## config.mk

```make
export PLATFORM = sky130hd
export DESIGN_NAME = imm_dec_stage
export DESIGN_NICKNAME = d
export VERILOG_FILES = /design/src/rtl/imm_dec_stage.sv
export SDC_FILE = /design/constraint.sdc
export NUM_CORES = 1
export LEC_CHECK = 0
export ABC_AREA = 1
export BUFFER_PORTS_ARGS = -buffer_cell sky130_fd_sc_hd__buf_2
export CAP_MARGIN = 20
export CELL_PAD_IN_SITES_DETAIL_PLACEMENT = 1
export CELL_PAD_IN_SITES_GLOBAL_PLACEMENT = 1
export CORE_UTILIZATION = 47
export DETAILED_ROUTE_END_ITERATION = 8
export PLACE_DENSITY_LB_ADDON = 0.1
export SETUP_SLACK_MARGIN = 0.3
export SLEW_MARGIN = 15
export SYNTH_ARGS = -nofsm -noshare
export SYNTH_HDL_FRONTEND = slang
export SYNTH_SLANG_ARGS = --single-unit
```

## constraint.sdc

```tcl
create_clock -name i_clk -period 11.7 [get_ports i_clk]
set_input_delay 2.34 -clock i_clk [delete_from_list [all_inputs] [get_ports i_clk]]
set_output_delay 2.34 -clock i_clk [all_outputs]
set_load 0.03 [all_outputs]
```

## src/rtl/imm_dec_stage.sv

```systemverilog
// Immediate-decode pipeline stage: decodes RV32I/RV64I immediates at push time
// and holds results in a 2-entry skid buffer with synchronous flush.
module imm_dec_stage #(
  parameter int unsigned XLEN = 32
) (
  input  logic            i_clk,
  input  logic            i_rst_n,
  input  logic            i_valid,
  output logic            o_ready,
  input  logic [31:0]     i_instr,
  input  logic [XLEN-1:0] i_pc,
  input  logic            i_flush,
  output logic            o_valid,
  input  logic            i_ready,
  output logic [31:0]     o_instr,
  output logic [XLEN-1:0] o_pc,
  output logic [XLEN-1:0] o_imm,
  output logic [2:0]      o_imm_type,
  output logic            o_illegal
);

  localparam int unsigned ILEN  = 32;
  localparam int unsigned TW    = 3;
  localparam int unsigned CW    = 2;
  localparam int unsigned DEPTH = 2;
  localparam bit          IS64  = (XLEN == 64);

  localparam logic [TW-1:0] T_NONE = 3'd0;
  localparam logic [TW-1:0] T_I    = 3'd1;
  localparam logic [TW-1:0] T_S    = 3'd2;
  localparam logic [TW-1:0] T_B    = 3'd3;
  localparam logic [TW-1:0] T_U    = 3'd4;
  localparam logic [TW-1:0] T_J    = 3'd5;
  localparam logic [TW-1:0] T_Z    = 3'd6;

  logic [6:0]      opcode;
  logic [2:0]      funct3;
  logic [XLEN-1:0] imm_i, imm_s, imm_b, imm_u, imm_j;
  logic [XLEN-1:0] shamt5, shamt6, zimm;
  logic [XLEN-1:0] dec_imm;
  logic [TW-1:0]   dec_type;
  logic            dec_ill;

  assign opcode = i_instr[6:0];
  assign funct3 = i_instr[14:12];

  assign imm_i  = XLEN'($signed(i_instr[31:20]));
  assign imm_s  = XLEN'($signed({i_instr[31:25], i_instr[11:7]}));
  assign imm_b  = XLEN'($signed({i_instr[31], i_instr[7], i_instr[30:25], i_instr[11:8], 1'b0}));
  assign imm_u  = XLEN'($signed({i_instr[31:12], 12'b0}));
  assign imm_j  = XLEN'($signed({i_instr[31], i_instr[19:12], i_instr[20], i_instr[30:21], 1'b0}));
  assign shamt5 = XLEN'(i_instr[24:20]);
  assign shamt6 = XLEN'(i_instr[25:20]);
  assign zimm   = XLEN'(i_instr[19:15]);

  // Opcodes not matched here (including any with instr[1:0] != 11) are illegal.
  always_comb begin
    dec_imm  = '0;
    dec_type = T_NONE;
    dec_ill  = 1'b0;
    case (opcode)
      7'b0000011, 7'b1100111: begin
        dec_type = T_I;
        dec_imm  = imm_i;
      end
      7'b0010011: begin
        dec_type = T_I;
        if (funct3[1:0] == 2'b01) dec_imm = IS64 ? shamt6 : shamt5;
        else                      dec_imm = imm_i;
      end
      7'b0011011: begin
        if (IS64) begin
          dec_type = T_I;
          dec_imm  = (funct3[1:0] == 2'b01) ? shamt5 : imm_i;
        end else begin
          dec_ill = 1'b1;
        end
      end
      7'b0100011: begin
        dec_type = T_S;
        dec_imm  = imm_s;
      end
      7'b1100011: begin
        dec_type = T_B;
        dec_imm  = imm_b;
      end
      7'b0110111, 7'b0010111: begin
        dec_type = T_U;
        dec_imm  = imm_u;
      end
      7'b1101111: begin
        dec_type = T_J;
        dec_imm  = imm_j;
      end
      7'b1110011: begin
        if (funct3[2]) begin
          dec_type = T_Z;
          dec_imm  = zimm;
        end
      end
      7'b0110011: dec_ill = 1'b0;
      7'b0111011: dec_ill = !IS64;
      default:    dec_ill = 1'b1;
    endcase
  end

  logic [ILEN-1:0] instr_q [DEPTH];
  logic [XLEN-1:0] pc_q    [DEPTH];
  logic [XLEN-1:0] imm_q   [DEPTH];
  logic [TW-1:0]   type_q  [DEPTH];
  logic            ill_q   [DEPTH];
  logic            head_q, tail_q;
  logic [CW-1:0]   count_q;
  logic            push, pop;

  assign o_ready = (count_q < CW'(DEPTH));
  assign o_valid = (count_q != '0);
  assign push    = i_valid & o_ready;
  assign pop     = o_valid & i_ready;

  // Buffer state; reset beats flush, flush beats push/pop.
  always_ff @(posedge i_clk) begin
    if (!i_rst_n) begin
      head_q  <= 1'b0;
      tail_q  <= 1'b0;
      count_q <= '0;
      for (int i = 0; i < DEPTH; i++) begin
        instr_q[i] <= '0;
        pc_q[i]    <= '0;
        imm_q[i]   <= '0;
        type_q[i]  <= T_NONE;
        ill_q[i]   <= 1'b0;
      end
    end else if (i_flush) begin
      head_q  <= 1'b0;
      tail_q  <= 1'b0;
      count_q <= '0;
    end else begin
      if (push) begin
        instr_q[tail_q] <= i_instr;
        pc_q[tail_q]    <= i_pc;
        imm_q[tail_q]   <= dec_imm;
        type_q[tail_q]  <= dec_type;
        ill_q[tail_q]   <= dec_ill;
        tail_q          <= ~tail_q;
      end
      if (pop) head_q <= ~head_q;
      case ({push, pop})
        2'b10:   count_q <= count_q + CW'(1);
        2'b01:   count_q <= count_q - CW'(1);
        default: count_q <= count_q;
      endcase
    end
  end

  assign o_instr    = instr_q[head_q];
  assign o_pc       = pc_q[head_q];
  assign o_imm      = imm_q[head_q];
  assign o_imm_type = type_q[head_q];
  assign o_illegal  = ill_q[head_q];

endmodule

```

==> summary.txt, run 1 <==
Worst-Margin Slew: 1.02 ns
CTS Buf Count: 23
Starting DRT DRC Count: 415
Setup TNS: 0 ns
Ports: 171
Post-Syn Area: 9670 um2
GRT Residual Overflow: 0
Slowest CP cell: buf_4
Required @ worst endpoint: 9.36 ns
Max Clock Freq: 199 MHz
Slew margin rel.: 32.0%
Clk_lat worst skew: 0.51 ns
Outcome: completed
Leak: 5.19 nW
CTS Root Cell: clkbuf_16
MaxCap Viol Count: 0
Vias per Instance: 5.15
Post-layout min period: 5.02 ns
Core area: 20200 um2
Mux cell area share after synthesis: 11.5%
Port Buffers: 170
Hold path depth: 1
Die Area: 21200 um2
Detail Route Antenna Nets: 0
Post-detailed-routing wire length: 24.1 mm
Synth Instances: 884
Die Y: 145 um
Setup Buffers After CTS: 0
Syn avg cell area: 10.9 um2
Post-synthesis register bit count: 205
R2R Setup Slk: 8.63 ns
Post_cts resized: 0
First-pass GRT wire length: 38.2 mm
Register area share after synthesis: 62.9%
Area leader, netlist: edfxtp_1
Gr usage total: 23.2%
GP Congestion: 0.770
CTS tree: built
Clk sinks: 205
Synth Area in Compound Gates: 1.05%
Simple-gate share of the synthesized area: 17.7%
Worst-path cell chain: buf_4 > mux2_2 > buf_2
Hold WC Path Type: reg2reg
RSZ-0062 raised after global routing: no
Largest net degree at the start of global routing: 73
Largest family of logic cells by synthesized area: simple AND/OR/NAND/NOR gates
Reg2reg start: count_q[1]
Post-Syn Nets: 954
Vias: 6819
Synth warn: 0
Initial core utilization: 47.8%
Crit path launch type: register
Dpl hpwl: 15.8 mm
Vias in the first global route: 6879
Setup Viol. Count Final: 0
Peak supply drop: 0.000131 V
Ant. Diodes: 0
Area share of fa/ha/maj cells after synthesis: 0.129%
Synth top area share: 61.5%
Share of layout cells above drive strength 1: 32.8%
Final nets: 1106
CP arrival: 2.68 ns
Distinct cells, synth: 24
Reg2reg path depth: 6
Critical Path Max Stage Delay: 0.82 ns
Clock skew: 0.0117 ns
Row count: 52
Area growth syn-to-layout: 18.8%
Drt first pass iters: 4
Final period util: 42.9%
HP Start: head_q
Pwr/cell area: 155 nW/um2
Area contributors post-synth: edfxtp_1, mux2_2, nor2_1, inv_1, nand2_1
Antenna violations before repair: 0
H-tree depth: 1
Residual DRC: 0
Final Max Tran Viols: 0
Placed Cells: 1281
Final hold violation count: 0
Setup Crit Path Kind: reg2out
Cell Count, Final, Fillers Out: 1323
Die Wd: 145 um
Maximum clock path buffer count: 3
Critical path fanouts, max: 68
RR Endpoint: instr_q[0][19]
Routed len/inst: 18.2 um
Clk slew on worst S/H paths: 0.06 ns
Synth Area in XOR/XNOR: 0%
Crit end category: primary output
Hold_buf cts: 0
## metal layers
| layer | routed length (um) | vias up | track usage, % | part of all wire, % |
|---|---|---|---|---|
| li1 | - | 3236 | - | - |
| met1 | 10400 | 3375 | 30.9 | 43 |
| met2 | 12200 | 172 | 40.1 | 50 |
| met3 | 1080 | 36 | 3.42 | 4.5 |
| met4 | 509 | 0 | 5.26 | 2.1 |
| met5 | 0 | - | 0 | 0 |
## state kept, by name, indices dropped and copies added, names as in the netlist, named ones only
signal / flops
count_q: 2
tail_q: 1
ill_q: 2
head_q: 1
imm_q: 64
type_q: 6
pc_q: 64
instr_q: 64
## how the worst max path moves through the flow
| stage | start | to | slack (ns) |
|---|---|---|---|
| finish | register | o_imm[20] | 6.68 |
| global route | register | o_imm[20] | 6.53 |
| CTS | register | o_imm[20] | 6.62 |
| detailed placement | i_rst_n | imm_q[0][8] | 6.27 |
| global placement | i_rst_n | imm_q[0][10] | 6.31 |
| floorplan | i_rst_n | imm_q[1][0] | 6.09 |
## power by group
group	leakage [nW]	switching (W)	internal (W)
Sequential	2.13	0.00000939	0.000839
Combinational	2.66	0.000124	0.0000499
Clock	0.391	0.000291	0.000468
## cell usage after synthesis, drive strengths merged
library cell and count:
o21bai 1, clkbuf 9, a21oi 11, edfxtp 198, nand2 102, nor2 222, ha 1, mux2 99
nand4 4, nor3 1, buf 39, o21a 1, dfxtp 7, inv 107, nand3 76, a31oi 1
o21ai 5
## critical path, delay by kind of cell (launching register included)
kind,cells,cell delay [ns]
buffers and inverters,2,1.00
flip-flops,1,0.68
multiplexers,1,0.44
## final cells by class
cell class	instances	area, um2
well taps	270	338
clock buffers	23	576
inverters	107	402
fillers	2216	8740
flip-flops and latches	205	6090
multi-input cells	524	2980
clock inverters	19	218
repair buffers	175	888
## placed cells by master (no fill, tap or decap)
cell type / netlist / routed
clkinv_1: 0 / 8
ha_1: 1 / 1
mux2_2: 99 / 99
a21oi_1: 11 / 11
buf_4: 0 / 5
nand3_2: 1 / 1
nor2_2: 22 / 22
inv_2: 5 / 5
nand2_4: 0 / 2
inv_6: 0 / 2
clkbuf_16: 0 / 23
a31oi_1: 1 / 1
nand2_2: 2 / 2
nor3_1: 1 / 1
nand3_4: 0 / 2
dfxtp_1: 7 / 6
dfxtp_4: 0 / 1
o21a_1: 1 / 1
o21bai_1: 1 / 1
clkinv_2: 0 / 4
bufinv_16: 0 / 5
nand3_1: 75 / 73
nor2_8: 1 / 1
inv_1: 102 / 102
o21ai_0: 5 / 5
edfxtp_1: 198 / 198
nand4_1: 4 / 4
nand2_1: 100 / 98
buf_2: 37 / 170
nor2_4: 1 / 1
nor2_1: 198 / 198
## metrics by stage
stage	cell area [um2]	setup WS, ns	utilization [%]	power (W)	hold WS [ns]
2_1_floorplan	9670	6.09	-	0.000977	0.422
3_3_place_gp	10700	6.31	52.9	0.00104	0.441
3_5_place_dp	10700	6.27	52.9	0.00104	0.441
4_1_cts	11500	6.62	56.8	0.00180	0.448
5_1_grt	11500	6.53	56.8	0.00184	0.491
6_report	11500	6.68	56.8	0.00178	0.447
## kinds of logic (layout without fill, tap and decap cells)
group	count (synthesis)	in the layout
buffers and inverters	155	324
AND/OR/NAND/NOR	405	405
adder cells (fa/ha/maj)	1	1
AO/OA/AOI/OAI	19	19
flip-flops	205	205
multiplexers	99	99
No activity file was read; power rests on OpenSTA's default activity.
==> run 2: changes to the inputs <==
CORE_UTILIZATION = 40   (was 47)
clock period = 4.15 ns   (was 11.7 ns; I/O delays follow)
==> run 2 against run 1 <==
  * Global-route usage is 2.4 points lower
  * Combinational power grew to 2.9 times the previous value
  * Sequential share of layout area is 0.21 points lower
  * Hold slack worse by 0.0019 ns
  * Final area is 0.40% higher
  * Count of clock-buffer cells in the layout is 10 higher
  * Largest cell class unchanged
  * Largest power group unchanged
==> summary.txt, run 2 (same netlist as run 1, synthesis figures left out) <==
H-tree depth: 1 (unchanged)
Psw: 0.00118 W (+180%)
Dpl hpwl: 16.5 mm (+4.5%)
Worst-Margin Slew: 0.968 ns (-0.0527 ns)
Die Area: 24800 um2 (+17%)
Gr usage total: 20.8% (-2.4 points)
Antenna violations before repair: 2 (+2)
RSZ-0062 raised after global routing: no
First-pass GRT wire length: 38.9 mm (+2.0%)
Comb pwr share: 10.6% (+0.8 points)
Most frequent cells in the layout: nor2_1, edfxtp_1, buf_2
Crit path launch type: register
R2R Setup Slk: 1.91 ns (-6.72 ns)
Post-layout min period: 3.02 ns
Clock skew: 0.00820 ns (-0.00350 ns)
Final Max Tran Viols: 0 (unchanged)
Clk slew on worst S/H paths: 0.05 ns (about the same)
Port Buffers: 170 (unchanged)
Biggest regs: imm_q: 64 flops, instr_q: 64 flops, pc_q: 64 flops
CTS Buf Count: 24 (+4.3%)
GP Congestion: 0.790 (+2.6%)
Final period util: 72.9%
Pwr/cell area: 412 nW/um2 (+170%)
Clk_lat worst skew: 0.51 ns (about the same)
Setup Viol. Count Final: 0 (unchanged)
Final hold violation count: 0 (unchanged)
Vias in the first global route: 6956 (+1.1%)
CTS Root Cell: clkbuf_16
Row count: 56 (+7.7%)
Placement Setup Slack: 0.959 ns (-5.31 ns)
CP arrival: 2.19 ns (-0.49 ns)
Cell Count, Final, Fillers Out: 1379 (+4.2%)
Leak: 5.17 nW (-0.26%)
Setup TNS: 0 ns (unchanged)
Slew margin rel.: 35.5% (+3.5 points)
GRT Residual Overflow: 0 (unchanged)
Hold_buf cts: 0 (unchanged)
Peak supply drop: 0.000285 V (+120%)
Final nets: 1115 (+0.81%)
Post-detailed-routing wire length: 24.9 mm (+3.3%)
Post_cts resized: 0 (unchanged)
Setup Crit Path Kind: reg2out
Flop pwr share: 50.2% (+2.6 points)
Largest net degree at the start of global routing: 80 (+9.6%)
Area growth syn-to-layout: 19.3%
Max Clock Freq: 331 MHz
CTS tree: built
Maximum clock path buffer count: 3 (unchanged)
Drt first pass iters: 4 (unchanged)
Starting DRT DRC Count: 254 (-39%)
Worst Setup Slack, final: 1.13 ns (-5.55 ns)
Int Power: 0.00357 W (+160%)
Hold WC Path Type: reg2reg
Routed len/inst: 18.1 um (-0.89%)
MaxCap Viol Count: 0 (unchanged)
Detail Route Antenna Nets: 0 (unchanged)
Residual DRC: 0 (unchanged)
Die Y: 158 um (+8.3%)
Vias: 6777 (-0.62%)
Setup Buffers After CTS: 0 (unchanged)
Share of layout cells above drive strength 1: 32.6% (-0.19 points)
Core area: 23600 um2 (+17%)
Clock share of power: 39.2% (-3.4 points)
Vias per Instance: 4.91 (-4.7%)
Placed Cells: 1338 (+4.4%)
Crit end category: primary output
Area of placed instances: 10900 um2 (+1.5%)
Critical path fanouts, max: 76 (+12%)
Net Sw Frac: 24.9% (+1.1 points)
Die Wd: 158 um (+8.3%)
Ports: 171 (unchanged)
Required @ worst endpoint: 3.32 ns (-6.04 ns)
Outcome: completed
Post-route cell area: 11500 um2 (+0.40%)
Initial core utilization: 41.0% (-6.8 points)
Clk sinks: 205 (unchanged)
## run 2: cell types whose count changed in the layout (fill, tap and decap cells not counted)
| cell | previous run | this run |
|---|---|---|
| clkinv_2 | 4 | 0 |
| diode_2 | 0 | 1 |
| bufinv_16 | 5 | 0 |
| buf_4 | 5 | 10 |
| clkbuf_16 | 23 | 24 |
| clkinv_8 | 0 | 1 |
| inv_6 | 2 | 1 |
| clkbuf_1 | 0 | 9 |
| clkinv_1 | 8 | 5 |
| buf_12 | 0 | 3 |
## run 2: area by class of cell
cell class                      count  area, um2
Timing Repair Buffer              183        986
Tap cell                          319        399
Clock inverter                      7       43.8
Clock buffer                       33        634
Multi-Input combinational cell    524       2980
Antenna cell                        1       2.50
Sequential cell                   205       6090
Fill cell                        2619      12100
Inverter                          107        402
## run 2: stage by stage
step           power [W]  utilization, %  hold slack [ns]
2_1_floorplan    0.00275               -            0.422
5_1_grt          0.00493            48.9            0.467
4_1_cts          0.00482            48.9            0.451
6_report         0.00476            48.9            0.445
3_3_place_gp     0.00293            46.0            0.436
3_5_place_dp     0.00294            46.0            0.436
## run 2: worst paths after layout
| check | to | startpoint | cells past startpoint |
|---|---|---|---|
| worst max-delay path | o_imm[20] | register | 3 |
| worst min register to register | register | head_q | 1 |
| worst max register to register | pc_q[1][15] | count_q[1] | 6 |
| worst min-delay path | register | head_q | 1 |
## run 2: per-layer routing
metal,part of all wire (%),GRT usage [%]
met1,44,26.5
met2,50,36.8
met3,4.0,3.28
met4,1.8,5.09
met5,0.052,0
## run 2: worst max-delay path, stage by stage, from the launching register on
cell     delay (ns)
dfxtp_4        0.60
buf_12         0.41
mux2_2         0.41
buf_2          0.18
## run 2: power groups by stage
stage          registers, W  logic (W)  clock network [W]
3_5_place_dp        0.00243   0.000510                  0
4_1_cts             0.00239   0.000513            0.00191
2_1_floorplan       0.00243   0.000323                  0
3_3_place_gp        0.00243   0.000507                  0
5_1_grt             0.00240   0.000543            0.00199
6_report            0.00239   0.000503            0.00187
==> run 3: changes to the inputs <==
ABC_AREA = 0   (was 1)
CORE_UTILIZATION = 41   (was 40)
clock period = 2.55 ns   (was 4.15 ns; I/O delays follow)
==> run 3 against run 2 <==
  * The flow now finishes with violations (design-rule violations)
  * Sequential share of layout area decreased by 3.2 points
  * Critical path depth increased by 1
  * Count of clock-buffer cells in the layout decreased by 6
  * Worst setup slack got worse by 0.85 ns
  * Synthesized area decreased by 4.0%
  * Sequential power increased by 63%
  * Non-clock buffer count increased by 30
  * Total power increased by 78%
  * Clock power increased by 91%
  * Critical path type unchanged
  * Largest cell class unchanged
==> summary.txt, run 3 <==
Hold WC Path Type: in2reg
Vias in the first global route: 6580 (-5.4%)
Post-layout min period: 2.27 ns
Dpl hpwl: 15.6 mm (-5.1%)
Clock skew: 0.00747 ns (-0.000726 ns)
Setup TNS: 0 ns (unchanged)
Die Wd: 152 um (-3.2%)
Synth cell count leaders: edfxtp_1, and2_1, mux2_2
Clk_lat worst skew: 0.51 ns (about the same)
Synth Instances: 644 (-27%)
Peak supply drop: 0.000482 V (+69%)
Slew margin rel.: 29.4% (-6.1 points)
GP Congestion: 0.842 (+6.5%)
CTS Root Cell: clkbuf_16
Port Buffers: 170 (unchanged)
Critical Path Max Stage Delay: 0.37 ns (-0.23 ns)
Reg2reg path depth: 5 (-1)
Share of layout cells above drive strength 1: 42.4% (+9.9 points)
CP arrival: 1.76 ns (-0.43 ns)
Fin util: 55.8% (+6.9 points)
CP Depth: 4 (+1)
Maximum clock path buffer count: 3 (unchanged)
Detail Route Antenna Nets: 0 (unchanged)
Fillers: 2171 (-17%)
Area of the multi-input gates: 3180 um2 (+6.6%)
Max Clock Freq: 440 MHz
Setup Viol. Count Final: 0 (unchanged)
Worst-path cell chain: buf_12 > clkbuf_16 > mux2_2 > buf_2
Slowest CP cell: dfxtp_4
Distinct cells, synth: 43 (+79%)
Row count: 54 (-3.6%)
Area growth syn-to-layout: 32.5%
Final hold violation count: 0 (unchanged)
Area leader, netlist: edfxtp_1
Failing checks: design-rule violations
Crit end category: primary output
Post-detailed-routing wire length: 25.7 mm (+3.2%)
Vias: 6044 (-11%)
Required @ worst endpoint: 2.04 ns (-1.28 ns)
Final nets: 908 (-19%)
Synth warn: 0 (unchanged)
Starting DRT DRC Count: 385 (+52%)
Vias per Instance: 5.33 (+8.5%)
Setup Crit Path Kind: reg2out
Gr usage total: 22.0% (+1.2 points)
Post-synthesis register bit count: 205 (unchanged)
Residual DRC: 10 (+10)
Largest net degree at the start of global routing: 36 (-55%)
Sum of buffers and inverters on the critical path: 3 (+1)
Top-count cell post-synth: edfxtp_1
Routed len/inst: 22.7 um (+26%)
Die Area: 23200 um2 (-6.3%)
Syn avg cell area: 14.4 um2 (+32%)
Largest delay share family, worst path: buffers and inverters
Hold Slack: 0.292 ns (-0.154 ns)
Commonest non-fill, non-tap cell in the layout: edfxtp_1
Synth async-reset ratio: 0% (unchanged)
Synth top area share: 64.1% (+2.6 points)
H-tree depth: 1 (unchanged)
Die Y: 152 um (-3.2%)
Ports: 171 (unchanged)
Worst-Margin Slew: 1.05 ns (+0.0828 ns)
Crit path launch type: register
GRT Residual Overflow: 0 (unchanged)
Clk slew on worst S/H paths: 0.06 ns (about the same)
Final Max Tran Viols: 0 (unchanged)
Clk sinks: 205 (unchanged)
Post-Syn Area: 9280 um2 (-4.0%)
CTS Buf Count: 23 (-4.2%)
Initial core utilization: 42.1% (+1.2 points)
First-pass GRT wire length: 38.8 mm (-0.18%)
Biggest regs: imm_q: 64 flops, instr_q: 64 flops, pc_q: 64 flops
CTS tree: built
Core area: 22000 um2 (-6.7%)
Critical path fanouts, max: 17 (-78%)
RSZ-0062 raised after global routing: yes
Register area share after synthesis: 65.6% (+2.7 points)
Final period util: 89.1%
Post-Syn Nets: 714 (-25%)
Post-synth EDFFs: 198 (unchanged)
Area contributors post-synth: edfxtp_1, mux2_2, and2_1, a21o_1, dfxtp_1
Reg area: 6090 um2 (unchanged)
Pwr/cell area: 690 nW/um2 (+67%)
Drt first pass iters: 9 (+5)
Most frequent cells in the layout: edfxtp_1, and2_1, buf_2
Hold path depth: 2 (+1)
Leak: 5.17 nW (-0.17%)
Ant. Diodes: 0 (-1)
Outcome: finished with violations
Most used DFF post-synth: edfxtp_1
MaxCap Viol Count: 0 (unchanged)
Antenna violations before repair: 0 (-2)
[run 3: cell count changes in the layout (fill, tap and decap cells not counted), sizes merged, moves of 14 or more]
cell   change
nand3     -72
nor4      +14
nor2     -198
buf       +27
nand2     -90
a21o      +39
and2     +131
inv      -105
[run 3: layout make-up]
class / count / area share [%]
clock buffers: 27 / 4.80
clock inverters: 13 / 1.71
inverters: 3 / 0.0916
multi-input cells: 392 / 25.9
flip-flops and latches: 205 / 49.5
well taps: 280 / 2.85
repair buffers: 213 / 15.2
[run 3: metrics by stage]
step	power, W	cells	worst slack, ns	instance area, um2
after global routing	0.00874	1133	0.235	12300
after floorplan	0.00449	644	0.300	9320
final	0.00848	1133	0.278	12300
after CTS	0.00853	1130	0.211	12100
after global placement	0.00482	1079	0.255	10700
after detailed placement	0.00485	1079	0.192	10700
[run 3: per-layer routing]
layer / share of wire (%) / track usage, % / routed length (um)
met1: 44 / 29.1 / 11200
met2: 49 / 37.9 / 12700
met3: 5.0 / 2.59 / 1300
met4: 2.0 / 6.78 / 527
met5: 0 / 0 / 0
[run 3: kinds of logic (layout without fill, tap and decap cells)]
family | count (synthesis) | in the layout | share of synthesized area, %
simple gates | 216 | 216 | 14.0
flops | 205 | 205 | 65.6
mux | 100 | 100 | 12.1
compound gates | 71 | 71 | 5.61
buf+inv | 47 | 256 | 2.14
xor+xnor | 4 | 4 | 0.378
fa+ha+maj | 1 | 1 | 0.135
[run 3: worst register-to-register path, stage by stage (launching register included)]
cell	delay, ns
dfxtp_1	0.36
nor2b_4	0.19
inv_2	0.08
or3_1	0.59
nor4_4	0.62
a21o_1	0.15
[run 3: power by group]
part | internal (W) | total [W] | switching [W]
sequential | 0.00385 | 0.00390 | 0.0000498
clock | 0.00225 | 0.00357 | 0.00132
combinational | 0.000408 | 0.00101 | 0.000603
total | 0.00651 | 0.00848 | 0.00197
[run 3: path summary, 6_finish.rpt]
kind	to	from	slack [ns]
min	pc_q[0][9]	i_pc[9]	0.29
min reg2reg	head_q	head_q	0.54
max reg2reg	imm_q[0][18]	count_q[1]	0.43
max	o_instr[26]	register	0.28
[run 3: repair_timing]
| action | in CTS | in global routing |
|---|---|---|
| gates resized for setup | 110 | 52 |
| cloned | 7 | 3 |
| buffers inserted | 4 | 0 |
| setup endpoints to repair | 100 | 89 |
| hold buffers | 0 | 0 |
| pin swaps | 0 | 0 |
